$ cat src/rtl/sonata_pkg.sv
// Shared types for the board-level input conditioning path.
package sonata_pkg;

  typedef enum logic [1:0] {
    IrqEdgeNone = 2'b00,
    IrqEdgeRise = 2'b01,
    IrqEdgeFall = 2'b10,
    IrqEdgeBoth = 2'b11
  } irq_edge_e;

  // True when the accepted edge on this channel is one the selected mode reports.
  function automatic logic irq_edge_hit(irq_edge_e mode, logic rise, logic fall);
    return (rise && (mode == IrqEdgeRise || mode == IrqEdgeBoth)) ||
           (fall && (mode == IrqEdgeFall || mode == IrqEdgeBoth));
  endfunction

endpackage

$ cat src/rtl/debounce_chan.sv
// One conditioned input: synchroniser, polarity fix, debounce counter and
// registered rise/fall pulses that coincide with the first cycle of a new level.
module debounce_chan #(
  parameter int unsigned SyncStages     = 2,
  parameter int unsigned DebounceCycles = 16,
  parameter bit          ActiveLow      = 1'b1,
  parameter int unsigned CntWidth       = $clog2(DebounceCycles + 1)
) (
  input  logic clk_i,
  input  logic rst_ni,
  input  logic raw_i,
  output logic level_o,
  output logic rise_o,
  output logic fall_o
);

  localparam logic [CntWidth-1:0] CntMax = CntWidth'(DebounceCycles - 1);

  logic sync_out;
  logic sync_lvl;

  // Synchroniser resets to the inactive pin level so nothing moves out of reset.
  if (SyncStages == 2) begin : g_prim_sync
    prim_flop_2sync #(
      .Width     (1),
      .ResetValue(ActiveLow)
    ) u_sync (
      .clk_i (clk_i),
      .rst_ni(rst_ni),
      .d_i   (raw_i),
      .q_o   (sync_out)
    );
  end else begin : g_chain_sync
    logic [SyncStages-1:0] chain_d, chain_q;

    // Shift the raw pin through the local chain.
    always_comb chain_d = {chain_q[SyncStages-2:0], raw_i};

    // Local synchroniser chain.
    always_ff @(posedge clk_i or negedge rst_ni) begin
      if (!rst_ni) chain_q <= {SyncStages{ActiveLow}};
      else         chain_q <= chain_d;
    end

    assign sync_out = chain_q[SyncStages-1];
  end

  assign sync_lvl = sync_out ^ ActiveLow;

  logic                stable_d, stable_q;
  logic [CntWidth-1:0] cnt_d, cnt_q;
  logic                rise_d, rise_q;
  logic                fall_d, fall_q;

  // Count consecutive mismatch cycles; accept the new level on the last one.
  always_comb begin
    stable_d = stable_q;
    cnt_d    = cnt_q;
    rise_d   = 1'b0;
    fall_d   = 1'b0;
    if (sync_lvl == stable_q) begin
      cnt_d = '0;
    end else if (cnt_q == CntMax) begin
      stable_d = sync_lvl;
      cnt_d    = '0;
      rise_d   = sync_lvl;
      fall_d   = ~sync_lvl;
    end else begin
      cnt_d = cnt_q + 1'b1;
    end
  end

  // Debounce state and edge pulse registers.
  always_ff @(posedge clk_i or negedge rst_ni) begin
    if (!rst_ni) begin
      stable_q <= 1'b0;
      cnt_q    <= '0;
      rise_q   <= 1'b0;
      fall_q   <= 1'b0;
    end else begin
      stable_q <= stable_d;
      cnt_q    <= cnt_d;
      rise_q   <= rise_d;
      fall_q   <= fall_d;
    end
  end

  assign level_o = stable_q;
  assign rise_o  = rise_q;
  assign fall_o  = fall_q;

endmodule

$ cat src/rtl/prim_flop_2sync.sv
// Two-flop synchroniser with a configurable reset value.
module prim_flop_2sync #(
  parameter int unsigned      Width      = 16,
  parameter logic [Width-1:0] ResetValue = '0
) (
  input  logic             clk_i,
  input  logic             rst_ni,
  input  logic [Width-1:0] d_i,
  output logic [Width-1:0] q_o
);

  logic [Width-1:0] sync1_d, sync1_q;
  logic [Width-1:0] sync2_d, sync2_q;

  // Next-state of the two synchroniser stages.
  always_comb begin
    sync1_d = d_i;
    sync2_d = sync1_q;
  end

  // Synchroniser stages.
  always_ff @(posedge clk_i or negedge rst_ni) begin
    if (!rst_ni) begin
      sync1_q <= ResetValue;
      sync2_q <= ResetValue;
    end else begin
      sync1_q <= sync1_d;
      sync2_q <= sync2_d;
    end
  end

  assign q_o = sync2_q;

endmodule

$ cat src/rtl/board_input_conditioner.sv
// Multi-channel conditioner for slow board inputs with sticky edge interrupts.
module board_input_conditioner
  import sonata_pkg::*;
#(
  parameter int unsigned          NumInputs      = 16,
  parameter logic [NumInputs-1:0] ActiveLowMask  = '1,
  parameter int unsigned          SyncStages     = 2,
  parameter int unsigned          DebounceCycles = 16,
  parameter int unsigned          CntWidth       = $clog2(DebounceCycles + 1)
) (
  input  logic                   clk_i,
  input  logic                   rst_ni,
  input  logic [NumInputs-1:0]   raw_i,
  input  logic [2*NumInputs-1:0] irq_mode_i,
  input  logic [NumInputs-1:0]   irq_clear_i,
  output logic [NumInputs-1:0]   level_o,
  output logic [NumInputs-1:0]   rise_o,
  output logic [NumInputs-1:0]   fall_o,
  output logic [NumInputs-1:0]   irq_status_o,
  output logic                   irq_o
);

  for (genvar i = 0; i < NumInputs; i++) begin : g_chan
    debounce_chan #(
      .SyncStages    (SyncStages),
      .DebounceCycles(DebounceCycles),
      .ActiveLow     (ActiveLowMask[i]),
      .CntWidth      (CntWidth)
    ) u_chan (
      .clk_i  (clk_i),
      .rst_ni (rst_ni),
      .raw_i  (raw_i[i]),
      .level_o(level_o[i]),
      .rise_o (rise_o[i]),
      .fall_o (fall_o[i])
    );
  end

  logic [NumInputs-1:0] irq_set;
  logic [NumInputs-1:0] irq_status_d, irq_status_q;

  // A new event wins over a clear landing in the same cycle.
  always_comb begin
    irq_set = '0;
    for (int unsigned i = 0; i < NumInputs; i++) begin
      irq_set[i] = irq_edge_hit(irq_edge_e'(irq_mode_i[2*i +: 2]), rise_o[i], fall_o[i]);
    end
    irq_status_d = irq_set | (irq_status_q & ~irq_clear_i);
  end

  // Sticky interrupt status register.
  always_ff @(posedge clk_i or negedge rst_ni) begin
    if (!rst_ni) irq_status_q <= '0;
    else         irq_status_q <= irq_status_d;
  end

  assign irq_status_o = irq_status_q;
  assign irq_o        = |irq_status_q;

endmodule
$ cat config.mk
export PLATFORM = sky130hd
export DESIGN_NAME = board_input_conditioner
export DESIGN_NICKNAME = d
export VERILOG_FILES = /design/src/rtl/sonata_pkg.sv /design/src/rtl/debounce_chan.sv /design/src/rtl/prim_flop_2sync.sv /design/src/rtl/board_input_conditioner.sv
export SDC_FILE = /design/constraint.sdc
export NUM_CORES = 1
export LEC_CHECK = 0
export BUFFER_PORTS_ARGS = -buffer_cell sky130_fd_sc_hd__buf_4
export CAP_MARGIN = 20
export CORE_UTILIZATION = 55
export DETAILED_ROUTE_END_ITERATION = 10
export HOLD_SLACK_MARGIN = 0.08
export PLACE_DENSITY_LB_ADDON = 0.1
export REMOVE_ABC_BUFFERS = 1
export SLEW_MARGIN = 15
export SYNTH_ARGS = -nofsm -noshare
export SYNTH_HDL_FRONTEND = slang
export SYNTH_SLANG_ARGS = --single-unit
$ cat constraint.sdc
create_clock -name clk_i -period 3.05 [get_ports clk_i]
set_input_delay 0.7625 -clock clk_i [delete_from_list [all_inputs] [get_ports clk_i]]
set_output_delay 0.7625 -clock clk_i [all_outputs]
set_load 0.01 [all_outputs]
# Word level (Yosys, flattened, before mapping)
# Cells that the tools add are included.
[op_classes]
n_bitwise = 35
muxes = 96
addsub = 16
eq_ne = 80
reduce_logical = 97
[op_table]
columns = ["op", "n"]
rows = [
  ["5-bit two-way mux", 32],
  ["5-bit by 1-bit adder with 5-bit output, second input constant", 16],
  ["5-bit by 4-bit equality test with 1-bit output, second input constant", 16],
  ["2-bit equality test, second input constant", 32],
  ["1-bit two-way mux", 64],
  ["1-bit logical OR", 48],
  ["2-bit by 1-bit equality test with 1-bit output, second input constant", 16],
  ["1-bit logical AND", 32],
  ["1-bit inverter", 32],
  ["2-bit AND reduction", 16],
  ["16-bit bitwise AND", 1],
  ["1-bit equality test", 16],
  ["16-bit inverter", 1],
  ["16-bit bitwise OR", 1],
  ["16-bit OR reduction", 1],
]
[totals]
input_bits = 66
regBits = 176
word_cells = 421
out_inout_bits = 65

# Depth between registers and ports, before layout
[depth]
depth_word = 5
depth_mapped = 4
depth_no_buf = 4

# Cells and area by module
# From an unflattened synthesis, not the netlist that was laid out.
[unflattened]
hier_cells = 517
area_unflattened_um2 = 6677.7
[by_module_without_submodules]
columns = ["mod", "cells_per_inst", "seq_area_each_um2", "instances", "area_per_inst_um2"]
rows = [
  ["debounce_chan", 26, 200.2, 16, 321.6],
  ["prim_flop_2sync", 2, 52.6, 16, 52.6],
  ["board_input_conditioner", 69, 400.4, 1, 691.9],
]

# Worst setup path after synthesis
# No wires, ideal clock.
[synth_path]
path_kind = "reg-to-output"
from = "register irq_status_q[3], in the netlist irq_status_o[3]"
to = "output irq_o"
setup_slack_ns = 1.441
required_time_ns = 2.288
stages_incl_launch_ff = 3
arrival_time_ns = 0.846
path_buffers = 0
cell_sequence = "dfrtp_1 > nor4_1 > nand4_1"
[synth_between]
elab_chain_len = 1
[synth_rtl]
columns = ["element", "line_no", "rtl"]
rows = [
  ["from (decl)", "board_input_conditioner.sv:40", "logic [NumInputs-1:0] irq_status_d, irq_status_q;"],
  ["from (signal assigned)", "board_input_conditioner.sv:54", "else irq_status_q <= irq_status_d;"],
  ["16-bit OR reduction", "board_input_conditioner.sv:58", "assign irq_o = |irq_status_q;"],
  ["to (decl)", "board_input_conditioner.sv:20", "output logic irq_o"],
]
# Every way passes these cells.

# Worst setup path in the final report
# Same ends and word-level chain as after synthesis.

==> flow_summary.yaml <==
run_status:
  status: "finished, final reports clean"
grt:
  grt_pass1_vias: 4325
  top_usage_layer: "met2"
  antenna_found_initial: 0
  grtUsageMet2_pct: 33.3
  overflow: 0
  grtUsageMet3_pct: 6.11
  grt_pass1_wl_mm: 20.3
  use_met1_pct: 25.2
  grt_max_degree: 80
  grt.total_usage_pct: 20.4
clocking:
  post_cts_buffers: 0
  clockBufferDepth: 2
  clk_pin_slew_worst_paths_ns: 0.06
  clkSinkCount: 176
  clk_latency_ns: 0.42
  ctsHtreeMaxLevel: 4
  ctsResizeCount: 0
  cts_buffers: 17
  cts_tree: "done"
  root_buffer: "clkbuf_16"
  cts-hold-fix-buffers: 0
power:
  leakage_nw: 4.39
  p_per_area_nw_per_um2: 594
  ir_drop_v: 0.000392
setup_path:
  endpoint_kind: "primary output"
  critical_path_buf_inv_count: 1
  r2r_slack_ns: 1.87
  crit_chain: "nor4_1, nand4_1, buf_4"
  start_kind: "register"
  path_delay_family: "simple AND/OR/NAND/NOR gates"
  worstSetupPathType: "reg -> out"
  cpPeakStageDelay_ns: 0.56
  worstPathMaxFanout: 3
  cp.required_ns: 2.29
  r2r_start: "g_chan[13].u_chan.cnt_q[0]"
  slowest_stage: "nor4_1"
  cp_data_arrival_time_ns: 1.71
  critPathLaunch: "irq_status_o[3]"
detailed_routing:
  finalWirelength_mm: 12.2
  vias_per_cell: 5.05
  wire_per_inst_um: 14.3
  via_count: 4299
  drtIter0Drc: 227
  firstDrtPassIters: 4
  drc: 0
  detail-route-antenna-nets: 0
hold_path:
  hold_path_class: "reg -> reg"
  min-delay-start: "g_chan[3].u_chan.g_prim_sync.u_sync.sync1_q"
layout:
  fillCellCount: 909
  final_cells: 852
  final_nets: 753
  seqCellArea_um2: 4440
  finalInstanceArea_um2: 8530
  multi_input_area_um2: 2130
  antenna_cells: 0
  drive_gt1_share_pct: 32.7
  syn2layout_area_growth_pct: 21.9
synth:
  synthDistinctLibCells: 22
  synthArstFlopShare_pct: 100
  synth.top_cell.area_share_pct: 51.5
  synth_edf_count: 0
  yosysMostFrequentCell: "dfrtp_1"
  synth-main-ff-cell: "dfrtp_1"
  ys_seq_elements: 176
  synth_area_leaders: "dfrtp_1, dfstp_2, buf_4, xor2_1, xnor2_2"
  synth_top_cell_by_area: "dfrtp_1"
  yosysWarnings: 0
  netlist_instances: 565
  seq_area_frac_synth_pct: 63.6
  netlist_top_cells_count: "dfrtp_1, nand2_1, buf_4, nor2_1"
  netlist_area_um2: 6990
  avgSynthCellArea_um2: 12.4
timing:
  tns_ns: 0
  fmax_mhz: 404
  whs_ns: 0.355
  hold_violations: 0
  final.setup_skew_ns: 0.00519
  finalSetupViolCount: 0
  fin_crit_sh_pct: 81.2
  relSlewSlack_pct: 52.8
  period_minus_slack_ns: 2.48
  rsz0062_at_grt: "false"
  worst_pin_slew_ns: 0.708
  drv_slew: 0
place:
  portBuffers: 130
  dpl.hpwl_mm: 8.59
  dpl_cell_area_um2: 7870
  gp_congestion: 0.772
  dp.cells: 820
die:
  start_util_pct: 57.3
  die_x_um: 115
  core_um2: 12200
  ios: 131
  die_h_um: 115
  dieArea_um2: 13200
  std_cell_rows: 40
job:
  cap_viol_max_count: 0
-- registers in the layout, indices dropped and copies added, names as in the netlist --
register	flops
g_chan.u_chan.cnt_q	80
g_chan.u_chan.fall_o	16
g_chan.u_chan.g_prim_sync.u_sync.q_o	16
g_chan.u_chan.g_prim_sync.u_sync.sync1_q	16
g_chan.u_chan.level_o	16
g_chan.u_chan.rise_o	16
irq_status_o	16
-- power breakdown --
part / internal (mW) / switching (mW)
clock: 1.47 / 0.873
combinational: 0.120 / 0.111
sequential: 2.43 / 0.0649
total: 4.02 / 1.05
-- layout make-up --
class / instances / area share (%)
repair buffers: 135 / 12.1
inverters: 16 / 0.704
well taps: 168 / 2.47
clock inverters: 14 / 2.51
multi-input cells: 325 / 25.0
clock buffers: 18 / 5.15
flip-flops and latches: 176 / 52.1
-- metrics by stage --
stage               setup WS [ns]  power [mW]  util, %
CTS                         0.514        5.13     69.8
global placement            0.995        2.75     64.5
finish                      0.573        5.07     69.8
global route                0.412        5.27     69.8
floorplan                    1.44        2.61        -
detailed placement          0.980        2.77     64.5
-- cell families after synthesis --
kind of cell | Yosys count | share of synthesized area [%]
adders and majority gates | 16 | 2.86
AOI/OAI and AO/OA | 64 | 5.44
buffers and inverters | 64 | 6.01
and+or+nand+nor | 197 | 14.5
DFF | 176 | 63.6
xor gates and xnor gates | 48 | 7.62
-- final timing paths --
kind                                                                 end  cells after the start
worst max-delay path                                               irq_o                      3
worst min-delay path             g_chan[3].u_chan.g_prim_sync.u_sync.q_o                      0
worst max register to register                g_chan[13].u_chan.cnt_q[3]                      4
worst min register to register   g_chan[3].u_chan.g_prim_sync.u_sync.q_o                      0
max in group asynchronous       g_chan[13].u_chan.g_prim_sync.u_sync.q_o                      2
min in group asynchronous                      g_chan[3].u_chan.cnt_q[3]                      1
-- placed cells by master (no fill, tap or decap), drive strengths merged --
cell type	n
xor2	32
and2	22
nor2	48
clkinvlp	3
nand3	16
inv	16
and3	10
dfstp	32
bufinv	5
ha	16
xnor2	16
clkbuf	18
a22oi	16
o21ai	32
nor4	4
nand4	1
dfrtp	144
buf	135
a31oi	16
nand4b	16
nor3	16
clkinv	6
nand2	64
-- routing by layer --
metal	vias up	routed length, um
li1	2080	-
met1	2096	5290
met2	102	6050
met3	21	613
met4	0	275
met5	-	0
Note: power is estimated with default switching activity, not from simulation.
